`src/rtl/reg_file_param.sv`:
```
`default_nettype none
// ============================================================================
//  Module   : reg_file_param
//  Brief    : Parameterised register file with one write port, two
//             registered read ports with write bypass, and a clear-sweep FSM
//             that zeroes every register one index per cycle.
//  Options  : RF_ZERO_REG_EN - when defined, register 0 is hardwired to zero.
//  Revision : 1.0  initial release
// ============================================================================
module reg_file_param #(
  parameter int WIDTH = 8,
  parameter int DEPTH = 4,
  localparam int AW   = $clog2(DEPTH)
) (
  input  logic             clk,
  input  logic             rst,
  input  logic             wr_en,
  input  logic [AW-1:0]    wr_addr,
  input  logic [WIDTH-1:0] wr_data,
  input  logic [AW-1:0]    rd_addr1,
  input  logic [AW-1:0]    rd_addr2,
  output logic [WIDTH-1:0] rd_data1,
  output logic [WIDTH-1:0] rd_data2,
  input  logic             clr_req,
  output logic             busy
);

  // One extra bit so DEPTH itself is representable for range checks.
  localparam logic [AW:0]   c_depth = (AW+1)'(DEPTH);
  localparam logic [AW-1:0] c_last  = AW'(DEPTH - 1);

  typedef enum logic [0:0] {
    IDLE  = 1'b0,
    CLEAR = 1'b1
  } state_t;

  state_t           r_state;
  state_t           w_state_nxt;
  logic [AW-1:0]    r_cnt;
  logic [AW-1:0]    w_cnt_nxt;
  logic [WIDTH-1:0] r_mem [DEPTH];
  logic [WIDTH-1:0] r_rd_data1;
  logic [WIDTH-1:0] r_rd_data2;

  logic             w_busy;
  logic             w_wr_in_range;
  logic             w_wr_ok;
  logic             w_rd1_in_range;
  logic             w_rd2_in_range;
  logic [WIDTH-1:0] w_rd1_val;
  logic [WIDTH-1:0] w_rd2_val;

  assign w_busy         = (r_state == CLEAR);
  assign w_wr_in_range  = ({1'b0, wr_addr}  < c_depth);
  assign w_rd1_in_range = ({1'b0, rd_addr1} < c_depth);
  assign w_rd2_in_range = ({1'b0, rd_addr2} < c_depth);

  // A write is accepted only outside the sweep and to a real register.
  // With the zero register enabled, index 0 writes are dropped here, which
  // also suppresses their bypass so reads of index 0 stay zero.
`ifdef RF_ZERO_REG_EN
  assign w_wr_ok = wr_en && !w_busy && w_wr_in_range && (wr_addr != '0);
`else
  assign w_wr_ok = wr_en && !w_busy && w_wr_in_range;
`endif

  // Read mux: out-of-range reads return zero; an accepted write to the same
  // index is forwarded. Sweep writes are never forwarded, so a read of the
  // index being cleared returns its old contents.
  always_comb begin
    w_rd1_val = '0;
    w_rd2_val = '0;
    if (w_rd1_in_range) begin
      w_rd1_val = (w_wr_ok && (wr_addr == rd_addr1)) ? wr_data : r_mem[rd_addr1];
    end
    if (w_rd2_in_range) begin
      w_rd2_val = (w_wr_ok && (wr_addr == rd_addr2)) ? wr_data : r_mem[rd_addr2];
    end
  end

  // Clear-sweep next-state: IDLE waits for clr_req, CLEAR walks every index
  // once and leaves on the cycle that clears the last one.
  always_comb begin
    w_state_nxt = r_state;
    w_cnt_nxt   = r_cnt;
    case (r_state)
      IDLE: begin
        if (clr_req) begin
          w_state_nxt = CLEAR;
          w_cnt_nxt   = '0;
        end
      end
      CLEAR: begin
        if (r_cnt == c_last) begin
          w_state_nxt = IDLE;
          w_cnt_nxt   = '0;
        end else begin
          w_cnt_nxt = r_cnt + 1'b1;
        end
      end
      default: begin
        w_state_nxt = IDLE;
        w_cnt_nxt   = '0;
      end
    endcase
  end

  // FSM state and sweep counter registers.
  always_ff @(posedge clk) begin
    if (!rst) begin
      r_state <= IDLE;
      r_cnt   <= '0;
    end else begin
      r_state <= w_state_nxt;
      r_cnt   <= w_cnt_nxt;
    end
  end

  // Register array: sweep clear takes the slot during CLEAR, otherwise the
  // accepted write updates its single target and everything else holds.
  always_ff @(posedge clk) begin
    if (!rst) begin
      for (int i = 0; i < DEPTH; i++) begin
        r_mem[i] <= '0;
      end
    end else begin
      for (int i = 0; i < DEPTH; i++) begin
        if (w_busy && (r_cnt == AW'(i))) begin
          r_mem[i] <= '0;
        end else if (w_wr_ok && (wr_addr == AW'(i))) begin
          r_mem[i] <= wr_data;
        end
      end
    end
  end

  // Registered read data, one cycle after the address is sampled.
  always_ff @(posedge clk) begin
    if (!rst) begin
      r_rd_data1 <= '0;
      r_rd_data2 <= '0;
    end else begin
      r_rd_data1 <= w_rd1_val;
      r_rd_data2 <= w_rd2_val;
    end
  end

  assign rd_data1 = r_rd_data1;
  assign rd_data2 = r_rd_data2;
  assign busy     = w_busy;

endmodule
`default_nettype wire

```
`config.mk`:
```
export PLATFORM = sky130hd
export DESIGN_NAME = reg_file_param
export DESIGN_NICKNAME = d
export VERILOG_FILES = /design/src/rtl/reg_file_param.sv
export SDC_FILE = /design/constraint.sdc
export NUM_CORES = 1
export LEC_CHECK = 0
export ABC_CLOCK_PERIOD_IN_PS = 2200
export BUFFER_PORTS_ARGS = -buffer_cell sky130_fd_sc_hd__buf_2
export CAP_MARGIN = 20
export CORE_MARGIN = 3
export CORE_UTILIZATION = 60
export CTS_BUF_LIST = sky130_fd_sc_hd__clkbuf_8
export DETAILED_ROUTE_END_ITERATION = 10
export GPL_TIMING_DRIVEN = 0
export PLACE_DENSITY = 0.86
export SLEW_MARGIN = 20
export SYNTH_ARGS = -nofsm -noshare
export SYNTH_HDL_FRONTEND = slang
export SYNTH_SLANG_ARGS = --single-unit
```
`constraint.sdc`:
```
create_clock -name clk -period 2.2 [get_ports clk]
set_input_delay 0.22 -clock clk [delete_from_list [all_inputs] [get_ports clk]]
set_output_delay 0.22 -clock clk [all_outputs]
set_load 0.02 [all_outputs]
```
## Yosys cells after proc, flatten, opt, wreduce, memory -nomap -nowiden

Memory sizes are Yosys's and may differ from the RTL's.
Index checks and enable logic that the tools add are counted.

| word-level totals | value |
|---|---|
| register bits after elaboration | 19 |
| RAM bits | 32 |
| memories kept | 1 |

| cells by class | value |
|---|---|
| add/sub/neg operators | 1 |
| equality and inequality tests | 9 |
| mux-type cells | 45 |
| bitwise gates (word level) | 9 |
| reductions and logical operators | 14 |

Memories:

| name | words | width | rd ports | clocked after Yosys merged registers in | wr ports | line | source |
|---|---|---|---|---|---|---|---|
| r_mem | 4 | 8 | 2 | 0 | 4 | 41 | `logic [WIDTH-1:0] r_mem [DEPTH];` |

Operator list:

| cell | number |
|---|---|
| $mux 8 | 10 |
| $mux 1 | 31 |
| $logic_and 1x1->1 | 11 |
| $eq 2x2->1 const B | 4 |
| $or 1x1->1 | 8 |
| $eq 2x1->1 const B | 2 |
| $eq 2x2->1 | 2 |
| $logic_not 2->1 | 2 |
| $mux 2 | 2 |
| $pmux 2 s2 | 1 |
| $add 2x1->2 const B | 1 |
| $ne 2x2->1 const B | 1 |
| $pmux 1 s2 | 1 |
| $logic_not 1->1 | 1 |
| $not 1->1 | 1 |

## Logic depth before layout (Yosys ltp)

| depth | value |
|---|---|
| depth in word-level cells | 8 |
| mapped depth | 5 |
| depth with buffers taken out | 4 |

## Worst setup path before layout

Ideal clock, no wire load.

| timing | value |
|---|---|
| path kind | reg2reg |
| from | reg r_state, in the netlist busy |
| to | mem r_mem[1][0], enable pin |
| setup time | 388 ps |
| data arrival time | 1595 ps |
| required time | 1812 ps |
| setup slack | 217 ps |
| stages on the path, launching flop included | 5 |
| period minus slack after synthesis | 1983 ps |
| cell sequence | dfxtp_1 > nand2b_1 > buf_2 > buf_4 > o311ai_1 |

RTL lines:

| what | line | source |
|---|---|---|
| start: declaration | 37 | `state_t r_state;` |
| start signal: assignment | 114 | `r_state <= w_state_nxt;` |
| end: declaration | 41 |  |

==> impl_metrics.ini <==
[logic_synthesis]
synth_cell_type_count = 32
syn_area_per_cell_um2 = 13.6
seq_area_frac_synth = 0.492
synth_area_mm2 = 0.00273
async_flop_share = 0
synth.net_count = 222
synth_top_area_share = 0.352
yosys.area.top_type = edfxtp_1
synth_ff_type = edfxtp_1
synth_edf_count = 32
ys_seq_elements = 51
post_synth_inst_count = 200
yosys-top-cells-area = edfxtp_1 (35%), dfxtp_1 (14%), mux4_2 (13%)
ys_warn_count = 0

[drt]
routed_wl_um = 5790
num_vias = 1767
drtIter0Drc = 180
detail_route.wl_per_cell_um = 20.2
drtPass1Iterations = 4
ant_nets = 0
drc = 0
viasPerCell = 6.18

[floorplanning]
initial_core_util = 0.649
dieHeight_um = 73.4
dieArea_mm2 = 0.00539
fp.dieW_um = 73.4
rows = 23
coreArea_mm2 = 0.00420
io_pins = 35

[pwr]
p_per_area_mw_per_mm2 = 706
peakVddDrop_uv = 612
p_leak_nw = 1.18

[clock_network]
ctsResizeCount = 0
clock_path_buffers = 2
cts_tree = done
cts.sinks = 51
postCtsHoldBufs = 0
postCtsSetupBuffers = 0
clock-root-buffer = clkbuf_8
cts-htree-levels = 2
worst_skew_pair.late_latency_ns = 0.31
clk_pin_slew_worst_paths_ns = 0.10
cts_buffers = 5

[sta]
rsz0062_at_grt = no
setup_viol = 0
tightest_slew_ns = 0.997
min_period_over_period = 0.921
finalHoldViolations = 0
slew_headroom = 0.332
fin_crit_ns = 2.03
max_freq_ghz = 0.493
finClkSkew_ns = 0.00486
drv_slew = 0
finalSetupTns_ns = 0

[setup_path]
reg2reg_depth = 4
arrival_ns = 1.97
cp-start-kind = register
r2r_slack_ns = 0.17
path_class = reg2reg
critPathMaxFanout = 10
rr_endpoint = r_mem[3][6]$_SDFFCE_PN0P_
worst_setup_path_end_kind = register
worstPathRequired_ns = 2.14
r2r-start = busy$_SDFF_PN0_

[hold_path]
holdPathStages = 3
hold_path.class = in2reg
holdCritStartpoint = clr_req
min_to = busy$_SDFF_PN0_

[layout]
final_cells = 286
diodes = 0
fin_util = 0.727
fillerInstances = 277
nets = 257
layout-drive-gt1-share = 0.322
multi_input_area_mm2 = 0.00127
syn_to_final_growth_pct = 12.0
seq_area_mm2 = 0.00134
layout_common_cells = and2_1 (32), edfxtp_1 (32), buf_2 (29)

[flow_run]
cap_violations = 0

[place]
dp_cells = 278
gp_congestion = 0.791
dp_hpwl_um = 3940
portBuffers = 28

[global_route]
track_usage = 0.245
grt_start_max_net_pins = 18
antenna_found_initial = 0
overflow = 0
grt_pass1_wl_um = 9450
grt_pass1_vias = 1763

[outcome]
outcome = completed
==> registers in the layout (all words and copies together), names as in the netlist <==
register	cells
r_mem	32
rd_data1	8
rd_data2	8
r_cnt	2
busy	1
==> cell type report <==
cell class                 instances  share of cell area
multi-input combinational        133               0.417
tap                               50              0.0205
inverter                           3             0.00369
timing repair buffer              28              0.0459
clock inverter                     3              0.0156
clock buffer                       5              0.0225
buffer                            13              0.0352
sequential                        51               0.439
==> worst max-delay path, cell delays in order, from the launching register on <==
cell and delay, ns:
dfxtp_1 0.35, nand2b_1 0.14, buf_2 0.17, buf_4 0.19
o211ai_1 0.81
==> power breakdown <==
| group | total [mW] | leakage, nW | switching, mW | internal, mW |
|---|---|---|---|---|
| clock | 0.677 | 0.0587 | 0.332 | 0.345 |
| combinational | 0.370 | 0.625 | 0.219 | 0.151 |
| sequential | 1.11 | 0.494 | 0.0265 | 1.08 |
| total | 2.16 | 1.18 | 0.577 | 1.58 |
==> per-stage QoR <==
stage	power (mW)	instance area, um2	setup slack (ns)	hold WS [ns]
after floorplan	1.38	2730	0.217	0.369
after global placement	1.48	2930	-0.0674	0.519
after detailed placement	1.49	2940	0.192	0.519
after CTS	2.16	3050	0.149	0.190
after global routing	2.24	3050	0.0395	0.210
final	2.16	3050	0.173	0.195
==> metal layers <==
metal	share of wire	vias up	GRT usage
li1	-	830	-
met1	0.41	842	0.335
met4	0.014	0	0.0744
met3	0.079	8	0.0616
met5	0	-	0
met2	0.50	87	0.391
==> synthesized netlist by cell type, types with 3 or more instances <==
| cell | count |
|---|---|
| nand4_1 | 16 |
| o31ai_1 | 16 |
| buf_4 | 3 |
| edfxtp_1 | 32 |
| mux4_2 | 16 |
| nand2_1 | 5 |
| a21boi_1 | 16 |
| buf_6 | 6 |
| xor2_2 | 4 |
| ha_1 | 4 |
| nand2b_1 | 3 |
| xnor2_2 | 4 |
| inv_1 | 3 |
| dfxtp_1 | 19 |
| and2_1 | 32 |
==> worst max-delay path by stage <==
stage                                 to  cells after the start            start
5_1_grt        r_mem[3][6]$_SDFFCE_PN0P_                      4  busy$_SDFF_PN0_
3_5_place_dp   r_mem[3][1]$_SDFFCE_PN0P_                      4  busy$_SDFF_PN0_
4_1_cts        r_mem[3][6]$_SDFFCE_PN0P_                      4  busy$_SDFF_PN0_
6_report       r_mem[3][6]$_SDFFCE_PN0P_                      4  busy$_SDFF_PN0_
2_1_floorplan  r_mem[1][0]$_SDFFCE_PN0P_                      4  busy$_SDFF_PN0_
3_3_place_gp   r_mem[1][0]$_SDFFCE_PN0P_                      4  busy$_SDFF_PN0_
==> logic make-up after synthesis <==
group	synth area share
xor+xnor	0.0477
compound gates	0.101
simple gates	0.165
flops	0.492
buf+inv	0.0436
fa+ha+maj	0.0183
mux	0.132
No activity file was read; power rests on OpenSTA's default activity.
